`src/rtl/hr_bridge_xfer_fifo_if.sv`:
```
// Bridge <-> transfer-FIFO handshake bundle.
// The bridge (master) pushes/pops; the FIFO (slave) returns head flit,
// occupancy, back-pressure and sticky error flags.
interface hr_bridge_xfer_fifo_if #(
  parameter int WIDTH = 144,
  parameter int PTR_W = 2
);

  logic             enQ_i;
  logic [WIDTH-1:0] flit_i;
  logic             deQ_i;
  logic [WIDTH-1:0] flit_o;
  logic             valid_o;
  logic             bfull_o;
  logic [PTR_W:0]   count_o;
  logic             ovf_o;
  logic             udf_o;

  modport master (
    output enQ_i,
    output flit_i,
    output deQ_i,
    input  flit_o,
    input  valid_o,
    input  bfull_o,
    input  count_o,
    input  ovf_o,
    input  udf_o
  );

  modport slave (
    input  enQ_i,
    input  flit_i,
    input  deQ_i,
    output flit_o,
    output valid_o,
    output bfull_o,
    output count_o,
    output ovf_o,
    output udf_o
  );

endinterface

```
`src/rtl/hr_bridge_xfer_fifo.sv`:
```
// Transfer buffer between the hierarchical-ring bridge and one ring port.
// Circular buffer with explicit occupancy count. The head flit is presented
// combinationally from registered state only; bfull carries a reserve margin
// so a bufferless ring can stop injecting before the buffer actually fills.
module hr_bridge_xfer_fifo #(
  parameter int WIDTH   = 144,
  parameter int DEPTH   = 4,
  parameter int PTR_W   = 2,
  parameter int RESERVE = 1
) (
  input  logic                    clk,
  input  logic                    rst,
  hr_bridge_xfer_fifo_if.slave    bus
);

  localparam logic [PTR_W:0]   DEPTH_C   = (PTR_W+1)'(DEPTH);
  localparam logic [PTR_W:0]   BFULL_THR = (PTR_W+1)'(DEPTH - RESERVE);
  localparam logic [PTR_W-1:0] PTR_ONE   = PTR_W'(1);
  localparam logic [PTR_W:0]   CNT_ZERO  = '0;

  // Back-pressure decision on post-edge occupancy.
  function automatic logic bfull_of(input logic [PTR_W:0] occ);
    return (occ >= BFULL_THR);
  endfunction

  logic [WIDTH-1:0] mem [DEPTH];
  logic [PTR_W-1:0] wr_ptr;
  logic [PTR_W-1:0] rd_ptr;
  logic [PTR_W:0]   count;
  logic [PTR_W:0]   count_next;
  logic             push_acc;
  logic             pop_acc;
  logic             ovf;
  logic             udf;
  logic             bfull;

  // Accept/reject decisions and next occupancy.
  always_comb begin
    pop_acc    = bus.deQ_i && (count != CNT_ZERO);
    push_acc   = bus.enQ_i && ((count < DEPTH_C) || pop_acc);
    count_next = count + {{PTR_W{1'b0}}, push_acc} - {{PTR_W{1'b0}}, pop_acc};
  end

  // Control state: pointers, count, registered bfull, sticky error flags.
  always_ff @(posedge clk) begin
    if (rst) begin
      wr_ptr <= '0;
      rd_ptr <= '0;
      count  <= '0;
      bfull  <= 1'b0;
      ovf    <= 1'b0;
      udf    <= 1'b0;
    end else begin
      if (push_acc) wr_ptr <= wr_ptr + PTR_ONE;
      if (pop_acc)  rd_ptr <= rd_ptr + PTR_ONE;
      count <= count_next;
      bfull <= bfull_of(count_next);
      if (bus.enQ_i && !push_acc) ovf <= 1'b1;
      if (bus.deQ_i && !pop_acc)  udf <= 1'b1;
    end
  end

  // Flit storage; contents are left untouched by reset (count gates reads).
  always_ff @(posedge clk) begin
    if (!rst && push_acc) mem[wr_ptr] <= bus.flit_i;
  end

  // Output view derived only from registered state.
  always_comb begin
    bus.flit_o  = (count != CNT_ZERO) ? mem[rd_ptr] : '0;
    bus.valid_o = (count != CNT_ZERO);
    bus.bfull_o = bfull;
    bus.count_o = count;
    bus.ovf_o   = ovf;
    bus.udf_o   = udf;
  end

endmodule

```
`src/flat_wrapper.sv`:
```
// flat-port wrapper written by rule: the top's interface ports become plain ports
module hr_bridge_xfer_fifo_flat 
#(
  parameter int WIDTH   = 144,
  parameter int DEPTH   = 4,
  parameter int PTR_W   = 2,
  parameter int RESERVE = 1
)
  (clk, rst, bus_enQ_i, bus_flit_i, bus_deQ_i, bus_flit_o, bus_valid_o, bus_bfull_o, bus_count_o, bus_ovf_o, bus_udf_o);
  hr_bridge_xfer_fifo_if #(.WIDTH(WIDTH), .PTR_W(PTR_W)) bus_i ();
  input  logic clk;
  input  logic rst;
  input wire logic [$bits(bus_i.enQ_i)-1:0] bus_enQ_i;
  input wire logic [$bits(bus_i.flit_i)-1:0] bus_flit_i;
  input wire logic [$bits(bus_i.deQ_i)-1:0] bus_deQ_i;
  output wire logic [$bits(bus_i.flit_o)-1:0] bus_flit_o;
  output wire logic [$bits(bus_i.valid_o)-1:0] bus_valid_o;
  output wire logic [$bits(bus_i.bfull_o)-1:0] bus_bfull_o;
  output wire logic [$bits(bus_i.count_o)-1:0] bus_count_o;
  output wire logic [$bits(bus_i.ovf_o)-1:0] bus_ovf_o;
  output wire logic [$bits(bus_i.udf_o)-1:0] bus_udf_o;
  assign bus_i.enQ_i = bus_enQ_i;
  assign bus_i.flit_i = bus_flit_i;
  assign bus_i.deQ_i = bus_deQ_i;
  assign bus_flit_o = bus_i.flit_o;
  assign bus_valid_o = bus_i.valid_o;
  assign bus_bfull_o = bus_i.bfull_o;
  assign bus_count_o = bus_i.count_o;
  assign bus_ovf_o = bus_i.ovf_o;
  assign bus_udf_o = bus_i.udf_o;
  hr_bridge_xfer_fifo #(.WIDTH(WIDTH), .DEPTH(DEPTH), .PTR_W(PTR_W), .RESERVE(RESERVE)) u_core (.clk(clk), .rst(rst), .bus(bus_i));
endmodule
```
`config.mk`:
```
export PLATFORM = sky130hd
export DESIGN_NAME = hr_bridge_xfer_fifo_flat
export DESIGN_NICKNAME = d
export VERILOG_FILES = /design/src/rtl/hr_bridge_xfer_fifo_if.sv /design/src/rtl/hr_bridge_xfer_fifo.sv /design/src/flat_wrapper.sv
export SDC_FILE = /design/constraint.sdc
export NUM_CORES = 1
export LEC_CHECK = 0
export CAP_MARGIN = 30
export CELL_PAD_IN_SITES_DETAIL_PLACEMENT = 1
export CELL_PAD_IN_SITES_GLOBAL_PLACEMENT = 1
export CORE_MARGIN = 8
export CORE_UTILIZATION = 35
export CTS_BUF_LIST = sky130_fd_sc_hd__clkbuf_16
export DETAILED_ROUTE_END_ITERATION = 8
export GPL_ROUTABILITY_DRIVEN = 0
export HOLD_SLACK_MARGIN = 0.08
export PLACE_DENSITY_LB_ADDON = 0.1
export SYNTH_ARGS = -nofsm -noshare
export SYNTH_HDL_FRONTEND = slang
export SYNTH_SLANG_ARGS = --single-unit
```
`constraint.sdc`:
```
create_clock -name clk -period 17.9 [get_ports clk]
set_clock_uncertainty 0.15 [all_clocks]
set_input_delay 4.475 -clock clk [delete_from_list [all_inputs] [get_ports clk]]
set_output_delay 4.475 -clock clk [all_outputs]
set_load 0.01 [all_outputs]
```
; After elaboration in Yosys (flattened, before gate mapping)
; Memory sizes are Yosys's and may differ from the RTL's. A register that Yosys moved wholly into a read port is not among the register bits.
; Cells that the tools add are included.
[totals]
reg_bits = 10
inputBits = 148
wordCells = 28
memories = 1
ram_bits = 576
out_inout_bits = 151
[mem_list]
columns = memory, depth, word_bits, read_ports, rd_clocked_by_memory_dff, wr, line_no
row1 = u_core.mem, 4, 144, 1, 1, 1, hr_bridge_xfer_fifo.sv:26  ; logic [WIDTH-1:0] mem [DEPTH];
[op_classes]
n_mux = 5
reduce_logical = 10
addsub = 4
n_lt_le_gt_ge = 2
[op_table]
columns = operator, count
row1 = 2-to-1 mux 144 bit, 1
row2 = logical AND 1 bit, 5
row3 = "adder 2 x 1 -> 2 bit, second input constant", 2
row4 = 2-to-1 mux 2 bit, 2
row5 = adder 3 x 1 -> 3 bit, 1
row6 = "greater-or-equal comparator 3 x 2 -> 1 bit, second input constant", 1
row7 = zero test 1 bit, 3
row8 = "less-than comparator 3 bit, second input constant", 1
row9 = nonzero test 3 bit, 1
row10 = subtractor 3 x 1 -> 3 bit, 1
row11 = 2-to-1 mux 1 bit, 2
row12 = logical OR 1 bit, 1

; Depth between registers and ports, before layout
[logic_depth]
word_depth = 7
mapped_depth = 12
depth_no_buf = 11

; Least setup slack after synthesis
; Ideal clock, no wire load.
[synth_path]
kind = in2reg
start = in rst
end = mem u_core.mem[0][0], enable pin
slack_ns = 8.964
path_buffers = 1
arrival_time_ns = 8.265
cell_stages = 3
setup_ns = 0.521
cell_sequence = clkbuf_1 -> nor3_1 -> and2_1
[synth_between]
elab_chain_cells = 4
[synth_lines]
columns = item, line_no
row1 = from (decl), flat_wrapper.sv:12  ; input logic rst;
row2 = zero test 1 bit, hr_bridge_xfer_fifo.sv:65  ; if (!rst && push_acc) mem[wr_ptr] <= bus.flit_i;
row3 = logical AND 1 bit, hr_bridge_xfer_fifo.sv:65
row4 = 2-to-1 mux 1 bit, hr_bridge_xfer_fifo.sv:65
row5 = 2-to-1 mux 1 bit (implied by the code), hr_bridge_xfer_fifo.sv:65
row6 = to (decl), hr_bridge_xfer_fifo.sv:26
; Every way passes these cells.

==> flow_metrics.py <==
metrics = {
    "pwr": {
        "ir_worst_vdd_v": 0.000105,
        "leakagePower_nw": 8.95,
        "power_density_nw_per_um2": 138,
    },
    "critical_path": {
        "end_kind": "primary output",
        "cp.required_ns": 13.28,
        "cp.arrival_ns": 3.74,
        "crit_fanout": 40,
        "crit_chain": "buf_4 > buf_16 > buf_4 > buf_16 > mux4_2 > and2_1 > clkdlybuf4s50_1",
        "slowest_stage": "dfxtp_4",
        "worstSetupPathType": "reg2out",
        "start_kind": "flop",
        "critPathMaxStageDelay_ns": 0.58,
    },
    "clock_network": {
        "cts_resized": 0,
        "cts_made_buffers": 67,
        "clkSinkCount": 588,
        "cts.clk_slew.worst_paths_ns": 0.06,
        "cts_tree": "built",
        "post-cts-setup-buffer-count": 0,
        "htreeDepth": 3,
        "root_buffer": "clkbuf_16",
        "clk_latency_ns": 0.58,
        "cts.path.max_buffers": 3,
        "ctsHoldBuffers": 0,
    },
    "die": {
        "dieArea_um2": 71900,
        "die_h_um": 268,
        "row_count": 92,
        "start_util_pct": 35.3,
        "die_w_um": 268,
        "core-area_um2": 63000,
        "io_pins": 299,
    },
    "synth": {
        "netlist_area_um2": 22300,
        "synth-seq-area-share_pct": 78.8,
        "synth_edf_count": 576,
        "synthesis.nets": 1127,
        "yosysTopAreaCellShare_pct": 77.7,
        "synth.most_common_cell": "edfxtp_1",
        "avgSynthCellArea_um2": 22.9,
        "synth_area_leader_cell": "edfxtp_1",
        "syn_inst": 972,
        "netlist_top_cells_area": "edfxtp_1, mux4_2, and2_1, dfxtp_1, buf_6",
        "yosys_warnings": 0,
        "async_reset_ff_share_pct": 0,
        "ys.flop_type": "edfxtp_1",
        "ys_top_cells_by_count": "edfxtp_1, and2_1, mux4_2",
        "synth-seq-cells": 588,
        "ys_types": 23,
    },
    "detailed_routing": {
        "drt-total-wl_um": 52400,
        "avgViaCountPerCell": 4.76,
        "drt-pass1-iter-count": 4,
        "drt-initial-drc-count": 570,
        "avgRoutedWirePerCell_um": 23.7,
        "drc": 0,
        "ant_nets": 0,
        "num_vias": 10537,
    },
    "global_routing": {
        "grt-ovfl-total": 0,
        "antenna_found_initial": 9,
        "grt_max_degree": 82,
        "grt_pass1_wl_um": 77900,
        "grt_usage_pct": 14.5,
        "first_global_vias": 11896,
    },
    "finish": {
        "seq_area_um2": 17500,
        "multi_input_area_um2": 4440,
        "synthToLayoutAreaGrowth_pct": 27.5,
        "nFillCells": 5838,
        "final_net_count": 1466,
        "drive_gt1_share_pct": 19.0,
        "instances_no_fill": 2212,
    },
    "min_path": {
        "holdCritPathClass": "reg2reg",
    },
    "sta": {
        "finalSetupViolCount": 0,
        "timing.fmax_ghz": 0.119,
        "period_share_pct": 46.8,
        "fin_crit_ns": 8.37,
        "max-slew-margin-rel_pct": 34.9,
        "rsz0062_at_grt": "no",
        "hold_viol_final": 0,
        "slew_violations": 0,
        "tightest_slew_ns": 0.977,
        "fin_setup_tns_ns": 0,
    },
    "run_status": {
        "status": "complete, no violations",
    },
    "place": {
        "place_inst": 2086,
        "port_buffers": 298,
        "dp_hpwl_um": 31000,
    },
    "run": {
        "max_cap_viol_count": 0,
    },
}
worst max-delay path: cells and delay by family (launching register included):
family | cells | cell delay [ns]
flip-flops | 1 | 0.58
multiplexers | 1 | 0.53
AND/OR/NAND/NOR | 1 | 0.21
buffers and inverters | 5 | 1.74
sequential cells by signal, summed over array words and instances, names as in the netlist, named ones only:
register	flops
u_core.bus.bfull_o	1
u_core.bus.count_o	3
u_core.bus.ovf_o	1
u_core.bus.udf_o	1
u_core.mem	576
u_core.rd_ptr	2
u_core.wr_ptr	2
path summary, 6_finish.rpt:
check	from	to	slack [ns]	cells past startpoint
worst max register to register	u_core.bus.count_o[2]$_SDFF_PP0_	u_core.bus.bfull_o$_SDFF_PP0_	14.61	11
worst min-delay path	u_core.bus.ovf_o$_SDFFE_PP0P_	u_core.bus.ovf_o$_SDFFE_PP0P_	0.33	2
worst max-delay path	flop	bus_flit_o[31]	9.53	7
worst min register to register	u_core.bus.ovf_o$_SDFFE_PP0P_	u_core.bus.ovf_o$_SDFFE_PP0P_	0.33	2
where the power goes:
part | internal [mW] | switching (mW) | total (mW) | leakage, nW
registers | 1.57 | 0.0275 | 1.60 | 5.33
clock network | 0.721 | 0.530 | 1.25 | 1.05
logic | 0.578 | 0.483 | 1.06 | 2.57
total | 2.87 | 1.04 | 3.91 | 8.95
routing by layer:
metal	track usage [%]	part of all wire (%)
met1	17.7	41
met2	24.8	51
met3	4.71	6.4
met4	3.80	1.8
met5	0	0.076
layout make-up:
type,instances,area share (%)
repair buffers,319,11.5
clock inverters,47,0.917
multi-input cells,328,15.7
flip-flops and latches,588,61.8
well taps,846,3.73
inverters,7,0.110
clock buffers,70,6.17
diodes,7,0.0617
stage by stage:
step / instance area [um2] / power, mW / hold slack (ns) / util (%) / setup WS (ns)
global route: 28400 / 4.10 / 0.365 / 45.0 / 9.20
detailed placement: 26300 / 2.73 / 0.318 / 41.7 / 9.59
finish: 28400 / 3.91 / 0.328 / 45.1 / 9.53
CTS: 28300 / 4.00 / 0.334 / 44.9 / 8.97
floorplan: 22300 / 2.16 / 0.309 / - / 8.96
global placement: 26200 / 2.72 / 0.303 / 41.6 / 9.45
placed cells by master, fill, tap and decap left out:
master / synthesis / final
and2_4: 0 / 4
inv_1: 7 / 23
or3_1: 2 / 2
a21o_1: 1 / 1
a21oi_1: 5 / 5
and2_1: 149 / 145
dfxtp_1: 12 / 10
edfxtp_1: 576 / 576
nand2_1: 1 / 1
clkinvlp_4: 0 / 2
dfxtp_4: 0 / 2
mux4_2: 144 / 144
clkdlybuf4s50_1: 0 / 298
buf_12: 0 / 2
fa_1: 1 / 1
nor2b_1: 2 / 2
clkinv_2: 0 / 9
inv_16: 0 / 1
nand3b_1: 1 / 1
o21ai_0: 5 / 5
buf_4: 0 / 14
diode_2: 0 / 7
buf_16: 0 / 5
nand3_1: 1 / 1
xnor3_1: 1 / 1
clkinv_1: 0 / 14
clkinv_8: 0 / 1
inv_6: 0 / 3
clkbuf_16: 0 / 70
nor3_1: 2 / 2
nor2_1: 6 / 6
nand2b_1: 1 / 1
ha_1: 6 / 6
bufinv_16: 0 / 1
cells by family after synthesis:
group	Yosys count	synth area share (%)
muxes	144	14.6
adders and majority gates	7	0.427
xor gates and xnor gates	1	0.101
DFF	588	78.8
and+or+nand+nor	165	4.55
AOI/OAI and AO/OA	11	0.259
buffers and inverters	56	1.30
Power figures use the tool's default switching activity.
==> RTL change, RTL diff (config.mk and constraints unchanged) <==
`WIDTH` is set to 144 in 3 places; all go to 72.
--- a/src/rtl/hr_bridge_xfer_fifo_if.sv
+++ b/src/rtl/hr_bridge_xfer_fifo_if.sv
@@ -2,7 +2,7 @@
 // The bridge (master) pushes/pops; the FIFO (slave) returns head flit,
 // occupancy, back-pressure and sticky error flags.
 interface hr_bridge_xfer_fifo_if #(
-  parameter int WIDTH = 144,
+  parameter int WIDTH = 72,
   parameter int PTR_W = 2
 );
 
--- a/src/rtl/hr_bridge_xfer_fifo.sv
+++ b/src/rtl/hr_bridge_xfer_fifo.sv
@@ -3,7 +3,7 @@
 // combinationally from registered state only; bfull carries a reserve margin
 // so a bufferless ring can stop injecting before the buffer actually fills.
 module hr_bridge_xfer_fifo #(
-  parameter int WIDTH   = 144,
+  parameter int WIDTH   = 72,
   parameter int DEPTH   = 4,
   parameter int PTR_W   = 2,
   parameter int RESERVE = 1
--- a/src/flat_wrapper.sv
+++ b/src/flat_wrapper.sv
@@ -1,7 +1,7 @@
 // flat-port wrapper written by rule: the top's interface ports become plain ports
 module hr_bridge_xfer_fifo_flat 
 #(
-  parameter int WIDTH   = 144,
+  parameter int WIDTH   = 72,
   parameter int DEPTH   = 4,
   parameter int PTR_W   = 2,
   parameter int RESERVE = 1
Interface: changed (resized bus_flit_i and bus_flit_o); port bits go from 299 to 155. The function was not compared with the original's and may differ.
==> RTL change against the unedited design <==
Clock power shrank 47%. Worst setup slack improved by 0.60 ns. Cell area shrank 49%. Critical path depth fell by 2. Largest cell class unchanged. Power down 48%. Area after synthesis is 48% lower. Register-to-register slack lost 0.18 ns. Largest power group unchanged. Routed wire length down 52%. Sequential cell count fell by 288. Global-route usage decreased by 1.5 points.
==> RTL change: results (changes against the unedited design) <==
| Metric | Value |
|---|---|
| Status | finished clean |
| WL/cell | 21.9 um (-7.7%) |
| Metal-1 WL | 10900 um (-49%) |
| First-pass GRT wire length | 38400 um (-51%) |
| Post-synth top cells | edfxtp_1 (288), and2_1 (77), mux4_2 (70) |
| CP top delay family | buffers and inverters |
| Worst EP arrival | 3.14 ns (-0.60 ns) |
| IO Port Bufs | 154 (-48%) |
| Int Power | 1.50 mW (-48%) |
| Part of the Yosys area used for sequential elements | 77.3% (-1.5 points) |
| Syn Nets | 599 (-47%) |
| Hold Fails Final Rpt | 0 (unchanged) |
| Top FF cell, synth | edfxtp_1 |
| Syn Area/Cell | 22.3 sq um (-2.6%) |
| DRT iter0 DRCs | 199 (-65%) |
| Metal2 WL | 12500 um (-53%) |
| Hold/Removal Path Class | reg2reg |
| Ys Warns | 0 (unchanged) |
| H-tree depth | 2 (-1) |
| Clock transition at path regs | 0.06 ns (about the same) |
| Post-synth ARST share | 0% (unchanged) |
| Largest Register | u_core.mem |
| Fill cells | 3056 (-48%) |
| Max Fclk | 0.129 GHz (+7.7%) |
| Pleak | 4.63 nW (-48%) |
| Combinational power share | 26.2% (-0.9 points) |
| Placed cells | 1095 (-48%) |
| Crit-path max cell delay | 0.74 ns (+0.16 ns) |
| Vias in the first global route | 6419 (-46%) |
| Largest net degree at the start of global routing | 45 (-45%) |
| Cts bufs inserted | 34 (-49%) |
| Peak supply drop | 0.0000945 V (-9.9%) |
| Number of synthesized flops with an enable pin | 288 (-50%) |
| DR vias | 5494 (-48%) |
| PostCTS Resize Cnt | 0 (unchanged) |
| Nets | 772 (-47%) |
| Crit path max fanout | 39 (-2.5%) |
| Netlist cell types | 24 (+4.3%) |
| Detailed Place HPWL | 15100 um (-51%) |
| Routed length on met3 | 1470 um (-57%) |
| Layout cells sized above 1 | 18.2% (-0.75 points) |
| Relative slew slack | 55.7% (+21 points) |
| Top cells by area, synth | edfxtp_1 (75%), mux4_2 (14%), and2_1 (4.2%) |
| Fin cells | 1156 (-48%) |
| Top sig layer | met4 |
| Max FFs per register | 288 (-50%) |
| Initial antenna violation count | 0 (-9) |
| GRT Util Overall | 13.0% (-1.5 points) |
| Worst-Skew Late Latency | 0.49 ns (-0.09 ns) |
| Post-CTS setup buffer count | 0 (unchanged) |
| CTS root buf | clkbuf_16 |
| Met3 Use GR | 3.25% (-1.5 points) |
| Clock power share | 32.7% (+0.7 points) |
| Crit-path slowest cell | dfxtp_4 |
| Clock Path Buffers | 3 (unchanged) |
| M2 GR Usage | 22.5% (-2.3 points) |
| GR Util met1 | 16.1% (-1.5 points) |
| Max-slew violation count | 0 (unchanged) |
-- RTL change: final timing paths --
check / start / to / cells past startpoint / slack (ns)
min: u_core.bus.udf_o / u_core.bus.udf_o / 2 / 0.33
min reg2reg: u_core.bus.udf_o / u_core.bus.udf_o / 2 / 0.33
max: flip-flop / bus_flit_o[29] / 5 / 10.13
max reg2reg: u_core.bus.count_o[2] / u_core.bus.bfull_o / 12 / 14.43
-- RTL change: logic make-up (layout without fill, tap and decap cells) --
kind of cell	Yosys count	in the layout	share of synthesized area [%]
flip-flops	300	300	77.3
AO/OA/AOI/OAI	11	11	0.500
buffers and inverters	32	229	2.18
adder cells (fa/ha/maj)	7	7	0.827
XOR/XNOR	1	1	0.196
AND/OR/NAND/NOR	93	93	4.88
multiplexers	72	72	14.2
other	0	1	0
-- RTL change: worst register-to-register path: cells and delay by family (launching register included) --
kind	cells	cell delay, ns
buffers and inverters	4	0.94
DFF	1	0.33
and+or+nand+nor	3	0.79
adders and majority gates	3	0.80
xor gates and xnor gates	1	0.20
AOI/OAI and AO/OA	1	0.17
-- RTL change: final cells by class --
class | count | share of cell area [%]
tap | 442 | 3.80
timing repair buffer | 162 | 11.1
multi-input combinational | 184 | 16.3
clock buffer | 37 | 6.36
inverter | 7 | 0.180
sequential | 300 | 61.1
antenna | 1 | 0.0172
clock inverter | 23 | 1.08
-- RTL change: metrics by stage --
step                      worst slack (ns)  hold WS (ns)  utilization, %  area (sq um)  power, mW
after floorplan                      10.66         0.309               -         11500       1.13
after global placement               10.21         0.311            41.4         13400       1.39
after global routing                  9.88         0.348            44.9         14600       2.11
after detailed placement             10.35         0.312            41.5         13500       1.40
after CTS                             9.98         0.336            44.9         14600       2.07
final                                10.13         0.329            44.9         14600       2.02
